<file path="src/rtl/ad5791_pkg.sv">
// rtl/ad5791_pkg.sv - AD5791 SPI frame field positions, register addresses and receiver FSM states.
package ad5791_pkg;

  localparam logic [2:0] ADDR_DAC     = 3'b001;
  localparam logic [2:0] ADDR_CTRL    = 3'b010;
  localparam logic [2:0] ADDR_CLRCODE = 3'b011;
  localparam logic [2:0] ADDR_SWCTRL  = 3'b100;

  localparam int RW_BIT   = 23;
  localparam int ADDR_MSB = 22;
  localparam int ADDR_LSB = 20;
  localparam int DATA_MSB = 19;
  localparam int DATA_LSB = 0;

  typedef enum logic [1:0] {
    ST_IDLE  = 2'd0,
    ST_SHIFT = 2'd1,
    ST_DONE  = 2'd2
  } rx_state_t;

endpackage

</file>
<file path="src/rtl/pmd_sync_edge.sv">
// rtl/pmd_sync_edge.sv - 2-FF synchronizer + history flop with rise/fall detect per bit.
// AD5791_RX_GLITCH_FILTER_EN adds a 2-cycle stability filter ahead of the edge detector.
module pmd_sync_edge #(
  parameter int             W       = 1,
  parameter logic [W-1:0]   RST_VAL = '0
) (
  input  logic         a_clk,
  input  logic         a_resetn,
  input  logic [W-1:0] d,
  output logic [W-1:0] level,
  output logic [W-1:0] rise,
  output logic [W-1:0] fall
);

  logic [W-1:0] s1, s2, hist;

  always_ff @(posedge a_clk or negedge a_resetn) begin
    if (!a_resetn) begin
      s1 <= RST_VAL;
      s2 <= RST_VAL;
    end else begin
      s1 <= d;
      s2 <= s1;
    end
  end

`ifdef AD5791_RX_GLITCH_FILTER_EN
  logic [W-1:0] s3, filt;

  // A bit only takes the new level once two consecutive synced samples agree.
  always_ff @(posedge a_clk or negedge a_resetn) begin
    if (!a_resetn) begin
      s3   <= RST_VAL;
      filt <= RST_VAL;
    end else begin
      s3   <= s2;
      filt <= ((s2 ~^ s3) & s2) | ((s2 ^ s3) & filt);
    end
  end

  assign level = filt;
`else
  assign level = s2;
`endif

  always_ff @(posedge a_clk or negedge a_resetn) begin
    if (!a_resetn) begin
      hist <= RST_VAL;
    end else begin
      hist <= level;
    end
  end

  assign rise = level & ~hist;
  assign fall = ~level & hist;

endmodule

</file>
<file path="src/rtl/axis_ad5791_spi_rx.sv">
// rtl/axis_ad5791_spi_rx.sv - AD5791 PMD SPI receiver: oversamples SCLK/SYNC/SDIN, emits DAC writes as AXIS words.
// Optional SCLK glitch rejection via AD5791_RX_GLITCH_FILTER_EN (see pmd_sync_edge).
module axis_ad5791_spi_rx
  import ad5791_pkg::*;
#(
  parameter int NUM_DAC           = 6,
  parameter int DAC_DATA_WIDTH    = 20,
  parameter int DAC_WORD_WIDTH    = 24,
  parameter int MAXIS_TDATA_WIDTH = 32,
  parameter int MAX_EXTRA_EDGES   = 1
) (
  input  logic                                 a_clk,
  input  logic                                 a_resetn,
  input  logic                                 wire_PMD_clk,
  input  logic                                 wire_PMD_sync,
  input  logic [NUM_DAC-1:0]                   wire_PMD_dac,
  output logic [NUM_DAC*MAXIS_TDATA_WIDTH-1:0] M_AXIS_tdata,
  output logic [NUM_DAC-1:0]                   M_AXIS_tvalid,
  output logic [NUM_DAC*DAC_WORD_WIDTH-1:0]    last_word,
  output logic [31:0]                          frame_count,
  output logic [15:0]                          error_count,
  output logic                                 busy
);

  localparam int           W        = NUM_DAC + 2;
  localparam logic [W-1:0] PIN_RST  = {1'b1, 1'b0, {NUM_DAC{1'b0}}};
  localparam logic [4:0]   LEN_MIN  = 5'(DAC_WORD_WIDTH);
  localparam logic [4:0]   LEN_MAX  = 5'(DAC_WORD_WIDTH + MAX_EXTRA_EDGES);

  logic [W-1:0] pin_lvl, pin_rise, pin_fall;

  pmd_sync_edge #(
    .W       (W),
    .RST_VAL (PIN_RST)
  ) u_sync (
    .a_clk    (a_clk),
    .a_resetn (a_resetn),
    .d        ({wire_PMD_sync, wire_PMD_clk, wire_PMD_dac}),
    .level    (pin_lvl),
    .rise     (pin_rise),
    .fall     (pin_fall)
  );

  logic               sync_lvl, sync_rise, sync_fall, sclk_fall;
  logic [NUM_DAC-1:0] sdin;
  logic               unused_edges;

  assign sync_lvl     = pin_lvl[W-1];
  assign sync_rise    = pin_rise[W-1];
  assign sync_fall    = pin_fall[W-1];
  assign sclk_fall    = pin_fall[NUM_DAC];
  assign sdin         = pin_lvl[NUM_DAC-1:0];
  assign unused_edges = ^{pin_rise[W-2:0], pin_fall[NUM_DAC-1:0], pin_lvl[NUM_DAC]};

  rx_state_t                 state;
  logic [4:0]                bit_cnt;
  logic [DAC_WORD_WIDTH-1:0] sr [NUM_DAC];
  logic [2:0]                warm;
  logic                      armed;

  // The synchronizer resets to SYNC=1, so a pin already low at reset release would
  // look like a falling edge; frames are only accepted once SYNC was seen high for real.
  always_ff @(posedge a_clk or negedge a_resetn) begin
    if (!a_resetn) begin
      state         <= ST_IDLE;
      busy          <= 1'b0;
      bit_cnt       <= '0;
      warm          <= '0;
      armed         <= 1'b0;
      frame_count   <= '0;
      error_count   <= '0;
      M_AXIS_tvalid <= '0;
      M_AXIS_tdata  <= '0;
      last_word     <= '0;
      for (int i = 0; i < NUM_DAC; i++) sr[i] <= '0;
    end else begin
      M_AXIS_tvalid <= '0;
      if (warm != 3'd7) warm <= warm + 3'd1;
      else if (sync_lvl) armed <= 1'b1;

      case (state)
        ST_IDLE: begin
          bit_cnt <= '0;
          busy    <= 1'b0;
          if (sync_fall && armed) begin
            state <= ST_SHIFT;
            busy  <= 1'b1;
            for (int i = 0; i < NUM_DAC; i++) sr[i] <= '0;
          end
        end
        ST_SHIFT: begin
          if (sync_rise) begin
            state <= ST_DONE;
          end else if (sclk_fall) begin
            if (bit_cnt != 5'd31) bit_cnt <= bit_cnt + 5'd1;
            if (bit_cnt < LEN_MIN) begin
              for (int i = 0; i < NUM_DAC; i++)
                sr[i] <= {sr[i][DAC_WORD_WIDTH-2:0], sdin[i]};
            end
          end
        end
        ST_DONE: begin
          state <= ST_IDLE;
          busy  <= 1'b0;
          if (bit_cnt >= LEN_MIN && bit_cnt <= LEN_MAX) begin
            frame_count <= frame_count + 32'd1;
            for (int i = 0; i < NUM_DAC; i++) begin
              last_word[i*DAC_WORD_WIDTH +: DAC_WORD_WIDTH] <= sr[i];
              if (!sr[i][RW_BIT] && sr[i][ADDR_MSB:ADDR_LSB] == ADDR_DAC) begin
                M_AXIS_tdata[i*MAXIS_TDATA_WIDTH +: MAXIS_TDATA_WIDTH] <=
                  {sr[i][DATA_MSB:DATA_LSB], {(MAXIS_TDATA_WIDTH-DAC_DATA_WIDTH){1'b0}}};
                M_AXIS_tvalid[i] <= 1'b1;
              end
            end
          end else if (error_count != 16'hFFFF) begin
            error_count <= error_count + 16'd1;
          end
        end
        default: begin
          state <= ST_IDLE;
          busy  <= 1'b0;
        end
      endcase
    end
  end

endmodule
</file>
<file path="config.mk">
export PLATFORM = sky130hd
export DESIGN_NAME = axis_ad5791_spi_rx
export DESIGN_NICKNAME = d
export VERILOG_FILES = /design/src/rtl/ad5791_pkg.sv /design/src/rtl/pmd_sync_edge.sv /design/src/rtl/axis_ad5791_spi_rx.sv
export SDC_FILE = /design/constraint.sdc
export NUM_CORES = 1
export LEC_CHECK = 0
export CORE_UTILIZATION = 35
export DETAILED_ROUTE_END_ITERATION = 8
export PLACE_DENSITY_LB_ADDON = 0.08
export SYNTH_ARGS = -nofsm -noshare
export SYNTH_HDL_FRONTEND = slang
export SYNTH_SLANG_ARGS = --single-unit
</file>
<file path="constraint.sdc">
create_clock -name a_clk -period 2.9 [get_ports a_clk]
set_clock_uncertainty 0.2 [all_clocks]
set_input_delay 0.58 -clock a_clk [delete_from_list [all_inputs] [get_ports a_clk]]
set_output_delay 0.58 -clock a_clk [all_outputs]
set_load 0.05 [all_outputs]
</file>
### After elaboration in Yosys (flattened, before gate mapping)

Cells that the tools add are included.
Widths: inputs -> output; s select.

* add/subtract/negate cells: 4
* multiply operators: 0
* divide/modulo/power cells: 0
* $lt $le $gt $ge: 3
* eq/ne operators: 17
* shift-type cells: 0
* muxes and demuxes: 22
* bitwise logic cells: 6
* reductions and logical operators: 28

Operators with widths (number)
* $mux 144: 4
* $pmux 144 s2: 1
* $add 32x1->32 const B: 1
* $reduce_and 3->1: 7
* $eq 3x1->1 const B: 6
* $add 16x1->16 const B: 1
* $and 8x8->8: 2
* $ne 16x16->1 const B: 1
* $not 8->8: 2
* $mux 5: 3
* $mux 6: 2
* $ne 2x2->1 const B: 6
* $pmux 5 s2: 1
* $logic_and 1x1->1: 8
* $mux 1: 7
* $logic_not 1->1: 6
* $reduce_and 2->1: 3
* $add 5x1->5 const B: 1
* $ge 5x5->1 const B: 1
* $le 5x5->1 const B: 1
* $lt 5x5->1 const B: 1
* $ne 5x5->1 const B: 1
* $reduce_and 5->1: 1
* $mux 2: 2
* 10 further kinds: 11

* flip-flop bits (word level): 498
* latch bits: 0
* RAM bits: 0
* bits in read-only memories: 0
* input bits: 10
* output and inout port bits: 391
* logic and storage cells: 104
* memories: 0

### Logic depth before layout (Yosys ltp)

Gate-level depths: netlist (run 1).

* word-level depth: 5
* mapped depth: 9
* depth with buffers taken out: 7

### Modules after synthesis

A second synthesis (run 1) with hierarchy kept.

* cell total of the unflattened synthesis: 1890
* area, all modules: 19891.6 um2

Modules (own cells, without submodules)
* axis_ad5791_spi_rx: instances 1, cells an instance 1850, area each 19147.1 um2, seq. area each 11861.4 um2
* pmd_sync_edge: instances 1, cells an instance 40, area each 744.5 um2, seq. area each 604.3 um2

### Least setup slack after synthesis (run 1)

OpenSTA, ideal clock, no wires.

* kind: register -> register
* from: register error_count[0]
* to: register error_count[1]
* library setup time: 0.125 ns
* data arrival time: 2.022 ns
* required time: 2.575 ns
* setup slack: 0.553 ns
* stages on the path, launching flop included: 6
* buffers on the path: 0
* period minus slack after synthesis: 2.347 ns
* cell sequence: dfrtp_1 ha_1 and4_1 and4bb_2 nor3_2 mux2_2

* longest elaborated chain between the ends: 2
* elaborated cells on any way between the ends: 3
* those cells by class: 1 x add/sub; 1 x eq/ne; 1 x reduce/logical

RTL lines
* start: declaration: RTL line axis_ad5791_spi_rx.sv:21 `output logic [15:0] error_count,`
* start signal: assignment: RTL line axis_ad5791_spi_rx.sv:116 `error_count <= error_count + 16'd1;`
* branches (longest 2 deep; another with $add 16x1->16)

Several ways; the timed one is not identified.
A chain may end at the register's enable or synchronous reset.

### Final worst setup path (run 1)

* from: register error_count[5]
* to: output port error_count[5]

No word-level cell between the ends.

==> reports/results.txt, run 1 <==
Clock buffer depth -> 3
First-pass GRT wire length -> 77.54 mm
Crit path max-delay family -> buffers and inverters
Row Count -> 86
Final setup margin -> 0.2410 ns
Cell taking the most area after synthesis -> dfrtp_1
Final antenna-violating net count -> 0
Number of synthesized flops with an enable pin -> 0
Critical-path cell list -> clkdlybuf4s50_1
Synth cell types -> 43
RSZ-0062 raised after global routing -> no
Buffers on Ports -> 328
Final Hold Vio Count -> 0
GRT overflow -> 0
Minimum clock period -> 2.659 ns
Vias -> 13,330
Die height -> 240.1 um
Layout cells sized above 1 -> 11.98%
CP endpoint kind -> primary output
Ys async rst share -> 100.0%
Dpl hpwl -> 32.72 mm
Post-CTS Repair Setup Buffers -> 0
Commonest cells after routing, fill and taps aside -> nand2_1 (744), dfrtp_1 (489), clkdlybuf4s50_1 (327)
Iter 0 DRT Violations -> 589
H-tree Lvls -> 2
Clock slew at reported path FFs -> 0.06 ns
Crit path largest cell delay -> 0.84 ns
DRC -> 0
Clk root buf -> clkbuf_16
Reg2reg start -> bit_cnt[1]
Slew HR -> 56.25%
Place WS -> 0.4006 ns
Synth top area cells -> dfrtp_1 (62%), nand2_1 (14%), mux2_4 (4.3%)
Die area -> 57,620 sq um
Startpoint types -> register
Syn Area/Cell -> 10.74 sq um
CP startpoint -> error_count[5]
Pin count of the biggest net entering global routing -> 105
Tcrit/Tclk final -> 91.69%
Min-Delay Path Class -> reg2reg
Max frequency -> 376.1 MHz
Area share of the largest cell type after synthesis -> 61.70%
Worst-margin pin slew -> 0.6541 ns
Post-CTS sizing -> 0
CP bufs+invs -> 1
Total track usage -> 17.08%
Via density -> 4.490
DRT Wirelength -> 48.91 mm
Run status -> complete, no violations
Slew Limit Fails -> 0
DR WL/cell -> 16.48 um
CTS Buf Count -> 54
Critical path arrival -> 1.88 ns
Initial Utilization -> 35.72%
Final nets -> 2,195
Initial antenna violation count -> 0
Vias in the first global route -> 13,440
Core Footprint -> 55,520 sq um
Worst Path Required -> 2.12 ns
Area delta synth->final -> 28.61%
Io pins -> 401
Register area share after synthesis -> 62.09%
Later-pin clock latency in the skew report -> 0.59 ns
Mapped Area -> 19,830 sq um
Post-Synthesis Cells -> 1,846
TritonCTS clock tree -> built
Ys Warns -> 0
Final setup violating endpoints -> 0
DR pass1 iterations -> 5
Leak -> 12.19 nW
# clock sinks -> 492
Die width -> 240.1 um
Most common cell after layout, fill and taps aside -> nand2_1
Crit path max fanout -> 6
Critical path class -> reg2out
Placer Congestion -> 0.7511
Ys flop type -> dfrtp_1
Post-Route Utilization -> 45.94%
Max VDD drop -> 0.4534 mV
TNS Setup -> 0 ns
Max-Cap Viols -> 0
N_diodes -> 0
Post-CTS Hold Fix Bufs -> 1
CP max-delay cell -> clkdlybuf4s50_1
PwrDens -> 583.4 nW/um^2
Synth Register Bits -> 492
Worst Hold Launch -> u_sync.s1[1]
==> cell usage after synthesis, types with 3 or more instances <==
cell	number
buf_6	19
nand2_1	744
and3_1	4
a22o_1	3
mux2_2	66
dfstp_2	3
nor3_1	8
nor2b_1	3
nand3_1	22
dfrtp_1	489
and4_1	6
nand2_2	3
clkbuf_1	34
nor4b_1	6
buf_4	83
xnor2_1	43
ha_1	7
nand2b_1	4
o21ai_1	12
nand4_1	16
xor2_1	4
and2_1	3
nor2_1	7
inv_1	13
mux2_4	57
buf_2	34
o21ai_0	132
==> worst paths after layout <==
path                       slack [ns]               end  depth (start not counted)
max                              0.24    error_count[5]                          1
min                              0.14   u_sync.level[1]                          0
max reg2reg                      0.41  M_AXIS_tdata[82]                          8
min reg2reg                      0.14   u_sync.level[1]                          0
max in group asynchronous        1.27            sr[95]                          4
min in group asynchronous        0.34     last_word[58]                          2
==> per-layer routing <==
metal	wire, um	track usage, %	vias to the layer above
li1	-	-	6466
met1	22610	23.51	6553
met2	22630	26.62	250
met3	2818	4.615	56
met4	857	4.246	0
met5	0	0	-
==> power by group <==
part	switching [mW]	leakage, nW	total [mW]	internal [mW]
logic	0.734	4.52	0.929	0.196
registers	0.0973	6.80	7.06	6.96
clock network	2.73	0.877	6.89	4.16
==> state kept, by name (all words and copies together) (netlist names) <==
| register | count |
|---|---|
| busy | 1 |
| u_sync.s1 | 8 |
| bit_cnt | 5 |
| M_AXIS_tvalid | 6 |
| last_word | 144 |
| error_count | 16 |
| u_sync.level | 8 |
| frame_count | 32 |
| warm | 3 |
| M_AXIS_tdata | 120 |
| state | 2 |
| u_sync.hist | 2 |
| armed | 1 |
| sr | 144 |
==> worst reg2reg max path: stages (launching register included) <==
cell     delay (ns)
dfrtp_1        0.42
inv_1          0.09
ha_1           0.13
o21ba_2        0.18
nor4_4         0.33
buf_12         0.31
nand2_2        0.09
buf_4          0.27
mux2_4         0.36
==> final cells by class <==
| cell class | instances | area (sq um) |
|---|---|---|
| multi-input cells | 1242 | 6613 |
| repair buffers | 375 | 3806 |
| flip-flops and latches | 492 | 12320 |
| clock inverters | 12 | 166.4 |
| inverters | 13 | 48.80 |
| clock buffers | 86 | 1623 |
| fillers | 5307 | 30020 |
| well taps | 748 | 935.9 |
==> cell families after synthesis <==
group | after synthesis | share of synthesized area (%)
and+or+nand+nor | 835 | 17.10
other | 1 | 0.01891
muxes | 124 | 8.113
adders and majority gates | 7 | 0.4416
AOI/OAI and AO/OA | 157 | 4.189
buffers and inverters | 183 | 5.968
xor gates and xnor gates | 47 | 2.075
DFF | 492 | 62.09
==> per-stage QoR <==
stage / area [sq um] / std cells / hold slack (ns) / power [mW]
finish: 25510 / 2968 / 0.1438 / 14.88
global route: 25510 / 2968 / 0.1607 / 15.50
CTS: 25510 / 2968 / 0.1451 / 15.15
detailed placement: 23710 / 2869 / 0.1355 / 8.130
global placement: 23710 / 2869 / 0.1361 / 8.120
floorplan: 20100 / 1917 / 0.08441 / 7.819
Note: power is estimated with default switching activity, not from simulation.
==> run 2: changes to the inputs <==
MAX_ROUTING_LAYER = met4   (was not set)
SLEW_MARGIN = 20   (was not set)
==> run 2 against run 1 <==
  * Die area did not move
  * Cell count did not move
  * Routed wire length rose by 0.11%
  * Final area did not move
  * Largest power group unchanged
  * Register-to-register slack barely moved
==> reports/results.txt, run 2 (same netlist as run 1, synthesis figures left out) <==
TNS Setup -> 0 ns
CP max-delay cell -> clkdlybuf4s50_1
Final setup margin -> 0.2427 ns
Final Cell Area -> 25,510 sq um
Vias -> 13,350
Post-place instance area -> 23,710 sq um
Critical-path cell list -> clkdlybuf4s50_1
Most common cell after layout, fill and taps aside -> nand2_1
Run status -> complete, no violations
GRT overflow -> 0
CTS Buf Count -> 54
Via density -> 4.498
Critical path class -> reg2out
Fillcell total -> 5,307
Dpl hpwl -> 32.72 mm
Core Footprint -> 55,520 sq um
Crit path max-delay family -> buffers and inverters
Crit path largest cell delay -> 0.84 ns
# clock sinks -> 492
Place WS -> 0.4006 ns
DR pass1 iterations -> 5
Total track usage -> 17.61%
Critical path arrival -> 1.88 ns
TritonCTS clock tree -> built
Minimum clock period -> 2.657 ns
Area delta synth->final -> 28.61%
Tcrit/Tclk final -> 91.63%
Iter 0 DRT Violations -> 624
Leak -> 12.19 nW
Die area -> 57,620 sq um
Max frequency -> 376.3 MHz
Max-Cap Viols -> 0
Commonest cells after routing, fill and taps aside -> nand2_1 (744), dfrtp_1 (489), clkdlybuf4s50_1 (327)
Startpoint types -> register
Slew HR -> 56.20%
Pin count of the biggest net entering global routing -> 105
Final Hold Vio Count -> 0
PwrDens -> 583.2 nW/um^2
Row Count -> 86
First-pass GRT wire length -> 77.57 mm
Die height -> 240.1 um
Final antenna-violating net count -> 0
N_diodes -> 0
Worst-margin pin slew -> 0.6549 ns
Clock slew at reported path FFs -> 0.06 ns
H-tree Lvls -> 2
Max VDD drop -> 0.4533 mV
Top flop regs -> last_word: 144 flops, sr: 144 flops, M_AXIS_tdata: 120 flops
Final Power -> 14.88 mW
Initial Utilization -> 35.72%
Slew Limit Fails -> 0
Post-CTS sizing -> 0
Io pins -> 401
Final nets -> 2,195
Final setup violating endpoints -> 0
RSZ-0062 raised after global routing -> no
Min-Delay Path Class -> reg2reg
DRC -> 0
Post-Route Utilization -> 45.94%
Layout cells sized above 1 -> 11.98%
Placer Congestion -> 0.7607
Die width -> 240.1 um
Clock buffer depth -> 3
Buffers on Ports -> 328
Crit path max fanout -> 5
Initial antenna violation count -> 0
CP endpoint kind -> primary output
DR WL/cell -> 16.50 um
Vias in the first global route -> 13,430
DRT Wirelength -> 48.96 mm
Clk root buf -> clkbuf_16
Worst Path Required -> 2.12 ns
CP bufs+invs -> 1
Later-pin clock latency in the skew report -> 0.59 ns
run 2: cell counts in the layout (fill, tap and decap cells not counted):
No cell type changed its count.
run 2: power by group:
part           switching [mW]  internal, mW  total [mW]
Combinational           0.734         0.196       0.930
Sequential             0.0972          6.96        7.06
Clock                    2.73          4.16        6.89
run 2: per-stage QoR:
| stage | hold slack (ns) | instances |
|---|---|---|
| 6_report | 0.1439 | 2968 |
| 5_1_grt | 0.1609 | 2968 |
| 4_1_cts | 0.1451 | 2968 |
| 3_5_place_dp | 0.1355 | 2869 |
| 3_3_place_gp | 0.1361 | 2869 |
| 2_1_floorplan | 0.08441 | 1917 |
run 2: repair_timing:
item / in CTS / in global routing
hold buffers: 1 / 0
hold endpoints to repair: 45 / 0
setup endpoints to repair: 0 / 0
setup buffers: 0 / 0
run 2: cell type report:
cell class,count,area (sq um),share of cell area (%)
clock buffer,86,1623,6.362
clock inverter,12,166.4,0.6524
inverter,13,48.80,0.1913
multi-input combinational,1242,6613,25.92
sequential,492,12320,48.28
tap,748,935.9,3.669
timing repair buffer,375,3806,14.92
run 2: worst paths after layout:
path,from,end,slack (ns),cells past startpoint
max in group asynchronous,a_resetn,sr[95],1.27,4
worst max-delay path,frame_count[9],frame_count[9],0.24,1
min in group asynchronous,a_resetn,last_word[58],0.34,2
worst min register to register,u_sync.s1[1],u_sync.level[1],0.14,0
worst max register to register,bit_cnt[1],M_AXIS_tdata[82],0.41,8
worst min-delay path,u_sync.s1[1],u_sync.level[1],0.14,0
run 2: metal layers:
| metal | global-route usage [%] | wire length, um | share of wire, % | vias up |
|---|---|---|---|---|
| met1 | 23.66 | 22790 | 47 | 6564 |
| met3 | 4.512 | 2685 | 5.5 | 61 |
| met2 | 26.60 | 22610 | 46 | 256 |
| li1 | - | - | - | 6469 |
| met4 | 4.246 | 882 | 1.8 | 0 |
| met5 | - | 0 | 0 | - |
==> run 3: changes to the inputs <==
SKIP_CTS_REPAIR_TIMING = 1   (was not set)
==> results of run 3 <==
Final layout, timing and power as in run 2 (identical DEF).
